<file path="src/rtl/mem_commit_watchdog.sv">
// rtl/mem_commit_watchdog.sv - commit order counter, halt/error/timeout run control and per-port bus sanity monitor
module mem_commit_watchdog #(
   parameter int          NUM_PORTS      = 1,
   parameter int          XLEN           = 32,
   parameter int          ORDER_W        = 64,
   parameter int          TIMEOUT_W      = 32,
   parameter int unsigned TIMEOUT_CYCLES = 100000000,
   parameter int          KICK_ON_COMMIT = 0,
   parameter int          DRAIN_CYCLES   = 30,
   parameter int          RESP_LIMIT     = 1024
) (
   input  logic                 clk,
   input  logic                 rst,
   input  logic                 commit,
   input  logic [XLEN-1:0]      pc_rdata,
   input  logic [XLEN-1:0]      pc_wdata,
   input  logic [15:0]          ext_errcode,
   input  logic [NUM_PORTS-1:0] mem_read,
   input  logic [NUM_PORTS-1:0] mem_write,
   input  logic [NUM_PORTS-1:0] mem_resp,
   output logic [ORDER_W-1:0]   order,
   output logic                 halt,
   output logic                 done,
   output logic [1:0]           cause,
   output logic [15:0]          errcode_q,
   output logic [NUM_PORTS-1:0] rw_err,
   output logic [NUM_PORTS-1:0] resp_err
);

   localparam int DRAIN_W = (DRAIN_CYCLES < 1) ? 1 : $clog2(DRAIN_CYCLES + 1);
   localparam int WAIT_W  = $clog2(RESP_LIMIT + 1);

   localparam logic [TIMEOUT_W-1:0] WD_RELOAD    = TIMEOUT_W'(TIMEOUT_CYCLES);
   localparam logic [DRAIN_W-1:0]   DRAIN_RELOAD = DRAIN_W'(DRAIN_CYCLES);
   localparam logic [WAIT_W-1:0]    WAIT_MAX     = WAIT_W'(RESP_LIMIT);

   localparam logic [1:0] CAUSE_NONE    = 2'd0;
   localparam logic [1:0] CAUSE_HALT    = 2'd1;
   localparam logic [1:0] CAUSE_ERRCODE = 2'd2;
   localparam logic [1:0] CAUSE_TIMEOUT = 2'd3;

   typedef enum logic [1:0] {
      ST_RUN   = 2'd0,
      ST_DRAIN = 2'd1,
      ST_DONE  = 2'd2
   } state_t;

   state_t                state_q, state_d;
   logic [ORDER_W-1:0]    order_q, order_d;
   logic [1:0]            cause_q, cause_d;
   logic [15:0]           errcode_d;
   logic [TIMEOUT_W-1:0]  wd_q, wd_d;
   logic [DRAIN_W-1:0]    drain_q, drain_d;
   logic [NUM_PORTS-1:0]  rw_err_q, rw_err_d;
   logic [NUM_PORTS-1:0]  resp_err_q, resp_err_d;
   logic [WAIT_W-1:0]     wait_q [NUM_PORTS];
   logic [WAIT_W-1:0]     wait_d [NUM_PORTS];
   logic                  err_seen;

   // A retiring instruction that jumps to itself is the halt idiom.
   assign halt     = commit && (pc_rdata == pc_wdata);
   assign err_seen = (ext_errcode != 16'd0);

   assign order    = order_q;
   assign cause    = cause_q;
   assign rw_err   = rw_err_q;
   assign resp_err = resp_err_q;

   // Run-control state register.
   always_ff @(posedge clk or posedge rst) begin
      if (rst) begin
         state_q <= ST_RUN;
      end else begin
         state_q <= state_d;
      end
   end

   // Next state: halt beats errcode beats timeout; DRAIN ends when its counter is exhausted.
   always_comb begin
      state_d = state_q;
      case (state_q)
         ST_RUN: begin
            if (halt) begin
               state_d = ST_DONE;
            end else if (err_seen) begin
               state_d = ST_DRAIN;
            end else if (wd_q == '0) begin
               state_d = ST_DONE;
            end
         end
         ST_DRAIN: begin
            if (drain_q == '0) begin
               state_d = ST_DONE;
            end
         end
         default: state_d = ST_DONE;
      endcase
   end

   // Outputs decoded from the registered state.
   always_comb begin
      done = (state_q == ST_DONE);
   end

   // Datapath next values: commit order, cause/errcode capture, watchdog and drain counters.
   always_comb begin
      order_d   = order_q;
      cause_d   = cause_q;
      errcode_d = errcode_q;
      wd_d      = wd_q;
      drain_d   = drain_q;
      if (commit && (state_q != ST_DONE)) begin
         order_d = order_q + ORDER_W'(1);
      end
      case (state_q)
         ST_RUN: begin
            if (halt) begin
               cause_d = CAUSE_HALT;
            end else if (err_seen) begin
               cause_d   = CAUSE_ERRCODE;
               errcode_d = ext_errcode;
            end else if (wd_q == '0) begin
               cause_d = CAUSE_TIMEOUT;
            end else if ((KICK_ON_COMMIT != 0) && commit) begin
               wd_d = WD_RELOAD;
            end else begin
               wd_d = wd_q - TIMEOUT_W'(1);
            end
         end
         ST_DRAIN: begin
            if (drain_q != '0) begin
               drain_d = drain_q - DRAIN_W'(1);
            end
         end
         default: ;
      endcase
   end

   // Datapath registers; frozen values in DONE fall out of the next-value logic.
   always_ff @(posedge clk or posedge rst) begin
      if (rst) begin
         order_q   <= '0;
         cause_q   <= CAUSE_NONE;
         errcode_q <= '0;
         wd_q      <= WD_RELOAD;
         drain_q   <= DRAIN_RELOAD;
      end else begin
         order_q   <= order_d;
         cause_q   <= cause_d;
         errcode_q <= errcode_d;
         wd_q      <= wd_d;
         drain_q   <= drain_d;
      end
   end

   // Per-port bus checks, independent of run state: collision, spurious response, response timeout.
   always_comb begin
      rw_err_d   = rw_err_q;
      resp_err_d = resp_err_q;
      for (int i = 0; i < NUM_PORTS; i++) begin
         wait_d[i] = '0;
         if ((mem_read[i] || mem_write[i]) && !mem_resp[i]) begin
            wait_d[i] = (wait_q[i] == WAIT_MAX) ? wait_q[i] : wait_q[i] + WAIT_W'(1);
         end
         if (mem_read[i] && mem_write[i]) begin
            rw_err_d[i] = 1'b1;
         end
         if (mem_resp[i] && !mem_read[i] && !mem_write[i]) begin
            resp_err_d[i] = 1'b1;
         end
         if (wait_d[i] == WAIT_MAX) begin
            resp_err_d[i] = 1'b1;
         end
      end
   end

   // Sticky per-port flags and outstanding-request wait counters.
   always_ff @(posedge clk or posedge rst) begin
      if (rst) begin
         rw_err_q   <= '0;
         resp_err_q <= '0;
         for (int i = 0; i < NUM_PORTS; i++) begin
            wait_q[i] <= '0;
         end
      end else begin
         rw_err_q   <= rw_err_d;
         resp_err_q <= resp_err_d;
         for (int i = 0; i < NUM_PORTS; i++) begin
            wait_q[i] <= wait_d[i];
         end
      end
   end

endmodule

</file>
<file path="config.mk">
export PLATFORM = sky130hd
export DESIGN_NAME = mem_commit_watchdog
export DESIGN_NICKNAME = d
export VERILOG_FILES = /design/src/rtl/mem_commit_watchdog.sv
export SDC_FILE = /design/constraint.sdc
export NUM_CORES = 1
export LEC_CHECK = 0
export ABC_AREA = 0
export ABC_CLOCK_PERIOD_IN_PS = 10400
export CORE_MARGIN = 1.5
export CORE_UTILIZATION = 53
export DETAILED_ROUTE_END_ITERATION = 12
export GPL_TIMING_DRIVEN = 0
export PLACE_DENSITY = 0.93
export RECOVER_POWER = 50
export SYNTH_ARGS = -nofsm -noshare
export SYNTH_HDL_FRONTEND = slang
export SYNTH_SLANG_ARGS = --single-unit
</file>
<file path="constraint.sdc">
create_clock -name clk -period 10.4 [get_ports clk]
set_input_delay 2.6 -clock clk [delete_from_list [all_inputs] [get_ports clk]]
set_output_delay 2.6 -clock clk [all_outputs]
set_load 0.005 [all_outputs]
</file>
==> results.json, run 1 <==
{
  "met1_length_um": 6730,
  "critical_path.max_fanout": 6,
  "drt_iter0_drc": 418,
  "async_flop_share_pct": 100,
  "hpwl_um": 12800,
  "syn2layout_area_growth_pct": 38.2,
  "routed-wl-met2_um": 9640,
  "min_from": "resp_err$_DFFE_PP0P_",
  "whs_ns": 0.462,
  "wl_per_cell_um": 18.4,
  "hold_depth": 2,
  "critPathLaunchType": "primary input",
  "required_ns": 7.80,
  "place.gp.congestion": 0.958,
  "layout.filler_cells": 761,
  "max_freq_mhz": 123,
  "htree_num_levels": 4,
  "remaining_drc_errors": 0,
  "leakage_uw": 0.00399,
  "wl_met3_um": 1100,
  "fin_skew_ns": 0.00949,
  "start_util_pct": 54.9,
  "synth_area_um2": 6680,
  "die_y_um": 115,
  "path_class": "primary input to output port",
  "crit_arrival_ns": 5.55,
  "top_layer_used": "met4",
  "r2r_cells": 8,
  "wirelength_um": 18200,
  "reg2reg_to": "order[53]$_DFFE_PP0P_",
  "synth_area_per_cell_um2": 10.8,
  "cts_setup_buffers": 0,
  "firstDrtPassIters": 5,
  "grt_pass1_wl_um": 29700,
  "yosys.area.top_type": "dfrtp_1",
  "grt_start_max_net_pins": 85,
  "n_antenna_cell": 0,
  "crit_family": "simple AND/OR/NAND/NOR gates",
  "reg2reg_from": "state_q[0]$_DFFE_PP0P_",
  "finalSetupViolCount": 0,
  "cts_sinks": 134,
  "dp_slack_ns": 2.27,
  "vias": 5789,
  "antenna_found_initial": 0,
  "die_area_um2": 13300,
  "vias_per_cell": 5.84,
  "drive_gt1_share_pct": 9.83,
  "ys.warnings.count": 0,
  "ctsRootBufferMaster": "clkbuf_16",
  "synth-seq-cells": 134,
  "chipWidth_um": 115,
  "seq_area_um2": 3370,
  "crit_chain": "clkdlybuf4s50_1, xnor2_1, or4b_2, or4_1, nor3_2, clkdlybuf4s50_1",
  "syn-instance-count": 620,
  "yosys.cell_types.count": 46,
  "num_rows": 40,
  "ys_top_cells_by_area": "dfrtp_1 44%, xnor2_1 12%, dfstp_2 6.3%",
  "worstPathBufferInverterCount": 2,
  "ios": 172,
  "min_path_type": "register to register",
  "worstSetupEndpointType": "output port",
  "fin_util_pct": 75.9,
  "hold_viol_final": 0,
  "status": "finished, violations left",
  "synth_edf_count": 0,
  "cts_tree": "done",
  "maxCapViolCount": 1,
  "insertion_delay_ns": 0.42,
  "peakVddDrop_v": 0.000139,
  "setup_tns_ns": 0,
  "reg2reg_slack_ns": 7.35,
  "clkTransAtPathRegs_ns": 0.05,
  "fin_nets": 903,
  "rsz0062_at_grt": "false",
  "slowest_delay_ns": 0.62,
  "grt_overflow_total": 0,
  "hold_buffers": 0,
  "cts_buffers": 17,
  "grtUsageTotal_pct": 29.2,
  "cpMaxStageDelayCell": "clkdlybuf4s50_1",
  "holdPathEnd": "resp_err$_DFFE_PP0P_",
  "final_antenna_net_count": 0,
  "multi_input_area_um2": 3180,
  "min_period_over_period_pct": 78.3,
  "worst-slew-pin-transition_ns": 2.30,
  "maxSlewViolCount": 51,
  "syn-num-nets": 712,
  "violations": "capacitance limit, slew limit",
  "path_common_cell": "clkdlybuf4s50_1",
  "setup_slack_ns": 2.25,
  "max_slew_margin_pct": -54.3,
  "layout_min_cycle_time_ns": 8.15,
  "yosysTopAreaCellShare_pct": 44.2,
  "synth_top_flop_cell": "dfrtp_1",
  "first_global_vias": 5948,
  "core_area_um2": 12200,
  "io_buffers": 171,
  "power_density_nw_per_um2": 131,
  "clockBufferDepth": 2,
  "cts-resized-gates": 0,
  "yosysSeqAreaShare_pct": 50.5
}
## logic make-up (layout without fill, tap and decap cells)
family,Yosys count,after routing,synth area share (%)
and+or+nand+nor,269,269,22.7
xor gates and xnor gates,139,139,18.2
DFF,134,134,50.5
buffers and inverters,30,234,1.76
AOI/OAI and AO/OA,23,23,2.47
muxes,19,19,3.19
adders and majority gates,6,6,1.12
## tightest hold or removal path: stages, from the launching register on
cell     delay [ns]
dfrtp_1        0.33
a21oi_1        0.04
o31ai_1        0.05
## registers in the layout, summed over array words and instances (netlist names)
register	cells
order	64
wd_q	32
errcode_q	16
wait_q	11
drain_q	5
cause	2
state_q	2
resp_err	1
rw_err	1
## area by class of cell
cell class,count,area share (%)
sequential,134,36.6
multi-input combinational,456,34.5
timing repair buffer,172,18.9
clock buffer,20,4.84
tap,168,2.28
clock inverter,12,1.67
inverter,16,0.664
buffer,14,0.624
## per-layer routing
layer | global-route usage, % | vias up
li1 | - | 2575
met2 | 53.4 | 269
met3 | 7.12 | 63
met4 | 12.8 | 0
met1 | 32.1 | 2882
met5 | 0 | -
## synth_stat cells (2+ instances only)
cell      number
a21oi_1        6
a31oi_1        4
and2_1         8
and3_1        17
and4_1        12
buf_2          4
clkbuf_1      10
dfrtp_1      118
dfstp_2       16
ha_1           6
inv_1         16
mux2_2        18
nand2_1       34
nand2b_1       9
nand3_1       50
nand4_1       26
nor2_1        38
nor2b_1        2
nor3_1        19
nor3b_1        2
nor4_1        21
nor4_2         2
nor4b_1        4
o21a_1         2
o21ai_0        3
or2_2          2
or3_1          6
or4_1          8
or4_4          2
or4b_2         2
xnor2_1       92
xor2_1        47
## metrics by stage
step	std cells	total power (uW)	instance area [um2]
final	992	1210	9230
after detailed placement	960	608	8630
after CTS	992	1210	9230
after global placement	959	603	8600
after floorplan	620	560	6680
after global routing	992	1240	9230
## worst max-delay path by stage
stage                 from   end  slack, ns  cells after the start
5_1_grt        pc_wdata[8]  halt       2.17                      6
3_5_place_dp   pc_wdata[8]  halt       2.27                      6
6_report       pc_wdata[8]  halt       2.25                      6
2_1_floorplan  pc_wdata[3]  halt       3.54                      4
4_1_cts        pc_wdata[8]  halt       2.26                      6
3_3_place_gp   pc_wdata[8]  halt       2.29                      6
## report_power, final
part | switching, uW | leakage (uW) | total, uW | internal, uW
clock network | 229 | 0.000286 | 612 | 383
registers | 1.41 | 0.00178 | 524 | 523
logic | 33.4 | 0.00192 | 74.4 | 41.0
total | 264 | 0.00399 | 1210 | 947
## cells in the final DEF (no fill, tap or decap), types with 9 or more instances in the layout
cell | synthesis | final
nand2_1 | 34 | 34
clkbuf_1 | 10 | 12
inv_1 | 16 | 15
xnor2_1 | 92 | 92
nor4_1 | 21 | 21
nand2b_1 | 9 | 9
and4_1 | 12 | 12
clkdlybuf4s50_1 | 0 | 150
nand4_1 | 26 | 26
clkbuf_16 | 0 | 17
nor3_1 | 19 | 19
mux2_2 | 18 | 18
and3_1 | 17 | 17
dfstp_2 | 16 | 15
dlygate4sd3_1 | 0 | 21
nor2_1 | 38 | 38
dfrtp_1 | 118 | 118
nand3_1 | 50 | 50
xor2_1 | 47 | 47
(Power assumes the default switching activity.)
==> run 2: changes to the inputs <==
--- a/config.mk
+++ b/config.mk
@@ -6,12 +6,12 @@
 export NUM_CORES = 1
 export LEC_CHECK = 0
 export ABC_AREA = 0
-export ABC_CLOCK_PERIOD_IN_PS = 10400
+export ABC_CLOCK_PERIOD_IN_PS = 7600
 export CORE_MARGIN = 1.5
-export CORE_UTILIZATION = 53
+export CORE_UTILIZATION = 49
 export DETAILED_ROUTE_END_ITERATION = 12
 export GPL_TIMING_DRIVEN = 0
-export PLACE_DENSITY = 0.93
+export PLACE_DENSITY = 0.87
 export RECOVER_POWER = 50
 export SYNTH_ARGS = -nofsm -noshare
 export SYNTH_HDL_FRONTEND = slang
==> constraint.sdc (replaced) <==
create_clock -name clk -period 7.6 [get_ports clk]
set_input_delay 1.9 -clock clk [delete_from_list [all_inputs] [get_ports clk]]
set_output_delay 1.9 -clock clk [all_outputs]
set_load 0.005 [all_outputs]
==> run 2 against run 1 <==
Against the previous run: global-route usage decreased by 4.8 points; final area increased by 0.23%; wire length decreased by 7.7%; combinational power increased by 30%; count of clock-buffer cells in the layout increased by 1; via count decreased by 2.7%; cell count increased by 0.81%; register-to-register slack got worse by 2.9 ns; total power increased by 39%; the flow still finishes with violations (capacitance limit, slew limit); critical path depth unchanged; first-iteration DRC count increased by 2.9%; critical endpoint unchanged; sequential power increased by 37%.
==> results.json, run 2 (synthesis gave the netlist of run 1 again) <==
{
  "leakage_uw": 0.00399,
  "wirelength_um": 16800,
  "cts_tree": "done",
  "finalSetupViolCount": 0,
  "htree_num_levels": 4,
  "peakVddDrop_v": 0.000167,
  "slowest_delay_ns": 0.71,
  "required_ns": 5.70,
  "min_period_over_period_pct": 88.0,
  "worst-slew-pin-transition_ns": 2.51,
  "syn2layout_area_growth_pct": 38.5,
  "firstDrtPassIters": 7,
  "path_common_cell": "clkdlybuf4s50_1",
  "clockBufferDepth": 2,
  "drt_iter0_drc": 430,
  "grt_pass1_wl_um": 27700,
  "reg2reg_from": "state_q[1]$_DFFE_PP0P_",
  "remaining_drc_errors": 0,
  "cts-resized-gates": 0,
  "fin_cells": 1000,
  "grt_start_max_net_pins": 77,
  "fin_skew_ns": 0.00833,
  "min_path_type": "register to register",
  "vias": 5634,
  "die_area_um2": 14300,
  "vias_per_cell": 5.63,
  "hold_viol_final": 0,
  "drive_gt1_share_pct": 9.83,
  "cts_sinks": 134,
  "critPathLaunchType": "primary input",
  "io_buffers": 171,
  "place.gp.congestion": 0.889,
  "dp_cells": 968,
  "dp_slack_ns": 0.929,
  "cts_buffers": 17,
  "first_global_vias": 5778,
  "wl_per_cell_um": 16.8,
  "final_cell_mix": "150 x clkdlybuf4s50_1, 118 x dfrtp_1, 92 x xnor2_1, 50 x nand3_1, 47 x xor2_1",
  "min_from": "drain_q[4]$_DFFE_PP1P_",
  "startpoint": "pc_wdata[3]",
  "ios": 172,
  "crit_family": "simple AND/OR/NAND/NOR gates",
  "setup_slack_ns": 0.912,
  "worstPathBufferInverterCount": 2,
  "clkTransAtPathRegs_ns": 0.06,
  "grtUsageTotal_pct": 24.3,
  "setup_tns_ns": 0,
  "maxCapViolCount": 2,
  "antenna_found_initial": 0,
  "hpwl_um": 12000,
  "hold_buffers": 0,
  "n_antenna_cell": 0,
  "violations": "capacitance limit, slew limit",
  "max_slew_margin_pct": -68.5,
  "cpMaxStageDelayCell": "or4b_2",
  "cts_setup_buffers": 0,
  "critical_path.max_fanout": 6,
  "power_density_nw_per_um2": 182,
  "path_class": "primary input to output port",
  "die_y_um": 120,
  "num_rows": 42,
  "chipWidth_um": 120,
  "final_antenna_net_count": 0,
  "worstSetupEndpointType": "output port",
  "max_freq_mhz": 150,
  "largest_reg_flops": 64,
  "layout_commonest_cell": "clkdlybuf4s50_1",
  "layout_min_cycle_time_ns": 6.69,
  "status": "finished, violations left",
  "insertion_delay_ns": 0.41,
  "rsz0062_at_grt": "false",
  "grt_overflow_total": 0,
  "fin_nets": 903,
  "crit_chain": "clkdlybuf4s50_1, xor2_1, or4b_2, or4_1, nor3_2, clkdlybuf4s50_1",
  "crit_arrival_ns": 4.79,
  "ctsRootBufferMaster": "clkbuf_16",
  "start_util_pct": 50.4,
  "maxSlewViolCount": 137,
  "core_area_um2": 13200
}
## run 2: cell types whose count changed in the layout (fill, tap and decap cells not counted)
| cell | before | now |
|---|---|---|
| buf_16 | 1 | 0 |
| clkinv_2 | 3 | 1 |
| bufinv_16 | 3 | 4 |
| clkbuf_2 | 0 | 1 |
| clkbuf_8 | 1 | 2 |
## run 2: final timing paths
kind	endpoint	slack, ns	cells past startpoint
max	halt	0.91	6
min	drain_q[4]$_DFFE_PP1P_	0.46	2
max reg2reg	order[59]$_DFFE_PP0P_	4.49	8
min reg2reg	drain_q[4]$_DFFE_PP1P_	0.46	2
max in group asynchronous	errcode_q[11]$_DFFE_PP0P_	2.29	3
min in group asynchronous	wd_q[19]$_DFFE_PP0P_	2.63	2
## run 2: final cells by class
type | instances | area (um2)
fill | 904 | 4000
sequential | 134 | 3370
multi-input combinational | 456 | 3180
timing repair buffer | 172 | 1720
clock buffer | 21 | 460
tap | 176 | 220
clock inverter | 11 | 174
inverter | 16 | 61.3
buffer | 14 | 57.6
## run 2: worst min-delay path, stage by stage, from the launching register on
cell and delay (ns):
dfstp_2 0.37, inv_1 0.05, a31oi_1 0.04
## run 2: through the flow
step | hold WS, ns | cell area (um2) | util (%) | total power [uW]
3_3_place_gp | 0.429 | 8610 | 65.0 | 825
6_report | 0.461 | 9250 | 69.8 | 1680
4_1_cts | 0.463 | 9270 | 70.0 | 1700
2_1_floorplan | 0.421 | 6680 | - | 766
5_1_grt | 0.484 | 9250 | 69.8 | 1740
3_5_place_dp | 0.439 | 8640 | 65.2 | 830
## run 2: power by group
part           total [uW]  internal (uW)  switching [uW]
logic                97.0           54.5            42.5
clock network         870            567             303
registers             717            716            1.82
total                1680           1340             347
## run 2: metal layers
metal  GRT usage [%]  vias up  wire [um]
li1                -     2577          -
met1            28.1     2760       6510
met2            42.7      254       8710
met3            6.51       43       1140
met4            10.0        0        441
met5               0        -          0
==> run 3: changes to the inputs <==
--- a/config.mk
+++ b/config.mk
@@ -8,10 +8,11 @@
 export ABC_AREA = 0
 export ABC_CLOCK_PERIOD_IN_PS = 7600
 export CORE_MARGIN = 1.5
-export CORE_UTILIZATION = 49
+export CORE_UTILIZATION = 51
+export CTS_BUF_LIST = sky130_fd_sc_hd__clkbuf_4 sky130_fd_sc_hd__clkbuf_8
 export DETAILED_ROUTE_END_ITERATION = 12
 export GPL_TIMING_DRIVEN = 0
-export PLACE_DENSITY = 0.87
+export PLACE_DENSITY = 0.9
 export RECOVER_POWER = 50
 export SYNTH_ARGS = -nofsm -noshare
 export SYNTH_HDL_FRONTEND = slang
==> run 3 against run 2 <==
Against the previous run: the run still ends with capacitance limit, slew limit left; critical endpoint unchanged; final area decreased by 2.4%; clock power shrank 30%; sequential cell count did not move; global-route usage up 0.65 points; total power shrank 16%; critical path depth unchanged; largest power group is now sequential cells; setup slack lost 0.047 ns; hold slack improved by 0.0054 ns.
==> results.json, run 3 (synthesis gave the netlist of run 1 again) <==
{
  "cts_setup_buffers": 0,
  "wl_per_cell_um": 16.7,
  "antenna_found_initial": 0,
  "grt_overflow_total": 0,
  "layout.filler_cells": 858,
  "min_from": "order[63]$_DFFE_PP0P_",
  "startpoint": "pc_wdata[3]",
  "peakVddDrop_v": 0.000119,
  "hold_viol_final": 0,
  "start_util_pct": 52.7,
  "finalSetupViolCount": 0,
  "vias_per_cell": 5.62,
  "clkTransAtPathRegs_ns": 0.08,
  "whs_ns": 0.466,
  "hpwl_um": 12400,
  "reg2reg_from": "wd_q[1]$_DFFE_PP0P_",
  "final_antenna_net_count": 0,
  "insertion_delay_ns": 0.43,
  "critPathLaunchType": "primary input",
  "worst-slew-pin-transition_ns": 2.30,
  "path_class": "primary input to output port",
  "maxCapViolCount": 2,
  "ctsRootBufferMaster": "clkbuf_8",
  "firstDrtPassIters": 6,
  "final_cell_mix": "151 x clkdlybuf4s50_1, 118 x dfrtp_1, 92 x xnor2_1, 50 x nand3_1, 47 x xor2_1",
  "layout_commonest_cell": "clkdlybuf4s50_1",
  "n_antenna_cell": 0,
  "drive_gt1_share_pct": 10.2,
  "critical_path.max_fanout": 6,
  "num_rows": 41,
  "hold_buffers": 0,
  "setup_tns_ns": 0,
  "rsz0062_at_grt": "false",
  "min_period_over_period_pct": 88.6,
  "ios": 172,
  "cts_sinks": 134,
  "die_area_um2": 13800,
  "required_ns": 5.70,
  "max_freq_mhz": 148,
  "io_buffers": 171,
  "max_slew_margin_pct": -54.4,
  "syn2layout_area_growth_pct": 35.2,
  "chipWidth_um": 117,
  "die_y_um": 117,
  "largest_reg_flops": 64,
  "power_density_nw_per_um2": 158,
  "remaining_drc_errors": 0,
  "grtUsageTotal_pct": 25.0,
  "clockBufferDepth": 2,
  "place.gp.congestion": 0.874,
  "cts-resized-gates": 0,
  "leakage_uw": 0.00389,
  "violations": "capacitance limit, slew limit",
  "maxSlewViolCount": 137,
  "worstSetupEndpointType": "output port",
  "status": "finished, violations left",
  "layout_min_cycle_time_ns": 6.74,
  "cts_tree": "done",
  "core_area_um2": 12700,
  "wirelength_um": 16600,
  "first_global_vias": 5750,
  "fin_skew_ns": 0.0115,
  "vias": 5594,
  "cts_buffers": 17,
  "grt_start_max_net_pins": 81,
  "grt_pass1_wl_um": 28000,
  "crit_arrival_ns": 4.84,
  "drt_iter0_drc": 339,
  "fin_nets": 903,
  "min_path_type": "register to register",
  "htree_num_levels": 4
}
## run 3: changes by cell type in the layout (fill, tap and decap cells not counted), moves of 2 or more
cell / previous run / this run
inv_8: 0 / 3
clkbuf_1: 12 / 10
bufinv_16: 4 / 2
inv_6: 0 / 3
clkbuf_16: 17 / 0
clkbuf_8: 2 / 17
## run 3: worst paths after layout
path                                    endpoint  slack, ns  cells after the start
hold / removal             order[63]$_DFFE_PP0P_       0.47                      1
min in group asynchronous  order[61]$_DFFE_PP0P_       2.54                      2
setup / recovery                            halt       0.86                      6
setup reg to reg            wd_q[20]$_DFFE_PP1P_       4.73                      8
max in group asynchronous   order[0]$_DFFE_PP0P_       2.40                      3
hold reg to reg            order[63]$_DFFE_PP0P_       0.47                      1
## run 3: layer usage
| metal | GRT usage [%] | vias up | part of all wire (%) |
|---|---|---|---|
| met3 | 5.11 | 29 | 5.6 |
| met4 | 9.10 | 0 | 2.5 |
| met2 | 44.7 | 235 | 52 |
| li1 | - | 2566 | - |
| met5 | 0 | - | 0 |
| met1 | 29.6 | 2764 | 39 |
## run 3: through the flow
step	total power, uW	worst slack, ns	cells	cell area (um2)	util, %
detailed placement	831	0.894	964	8630	68.1
floorplan	766	2.14	620	6680	-
global placement	826	0.588	963	8600	67.9
global route	1470	0.776	996	9020	71.2
CTS	1430	0.881	996	9040	71.4
finish	1420	0.865	996	9020	71.2
## run 3: critical path, stage by stage
cell and delay (ns):
clkdlybuf4s50_1 0.43, xor2_1 0.23, or4b_2 0.72, or4_1 0.55
nor3_2 0.40, clkdlybuf4s50_1 0.61
## run 3: area by class of cell
| type | instances | area (um2) | share of cell area (%) |
|---|---|---|---|
| multi-input cells | 456 | 3190 | 35.4 |
| clock inverters | 14 | 166 | 1.84 |
| inverters | 16 | 61.3 | 0.680 |
| repair buffers | 172 | 1720 | 19.0 |
| plain buffers | 14 | 57.6 | 0.638 |
| flip-flops and latches | 134 | 3370 | 37.4 |
| well taps | 172 | 215 | 2.39 |
| clock buffers | 18 | 241 | 2.68 |
## run 3: report_power, final
group	switching, uW	total (uW)	internal, uW
Combinational	43.8	98.3	54.5
Sequential	1.94	716	714
Clock	303	608	306
Total	348	1420	1070
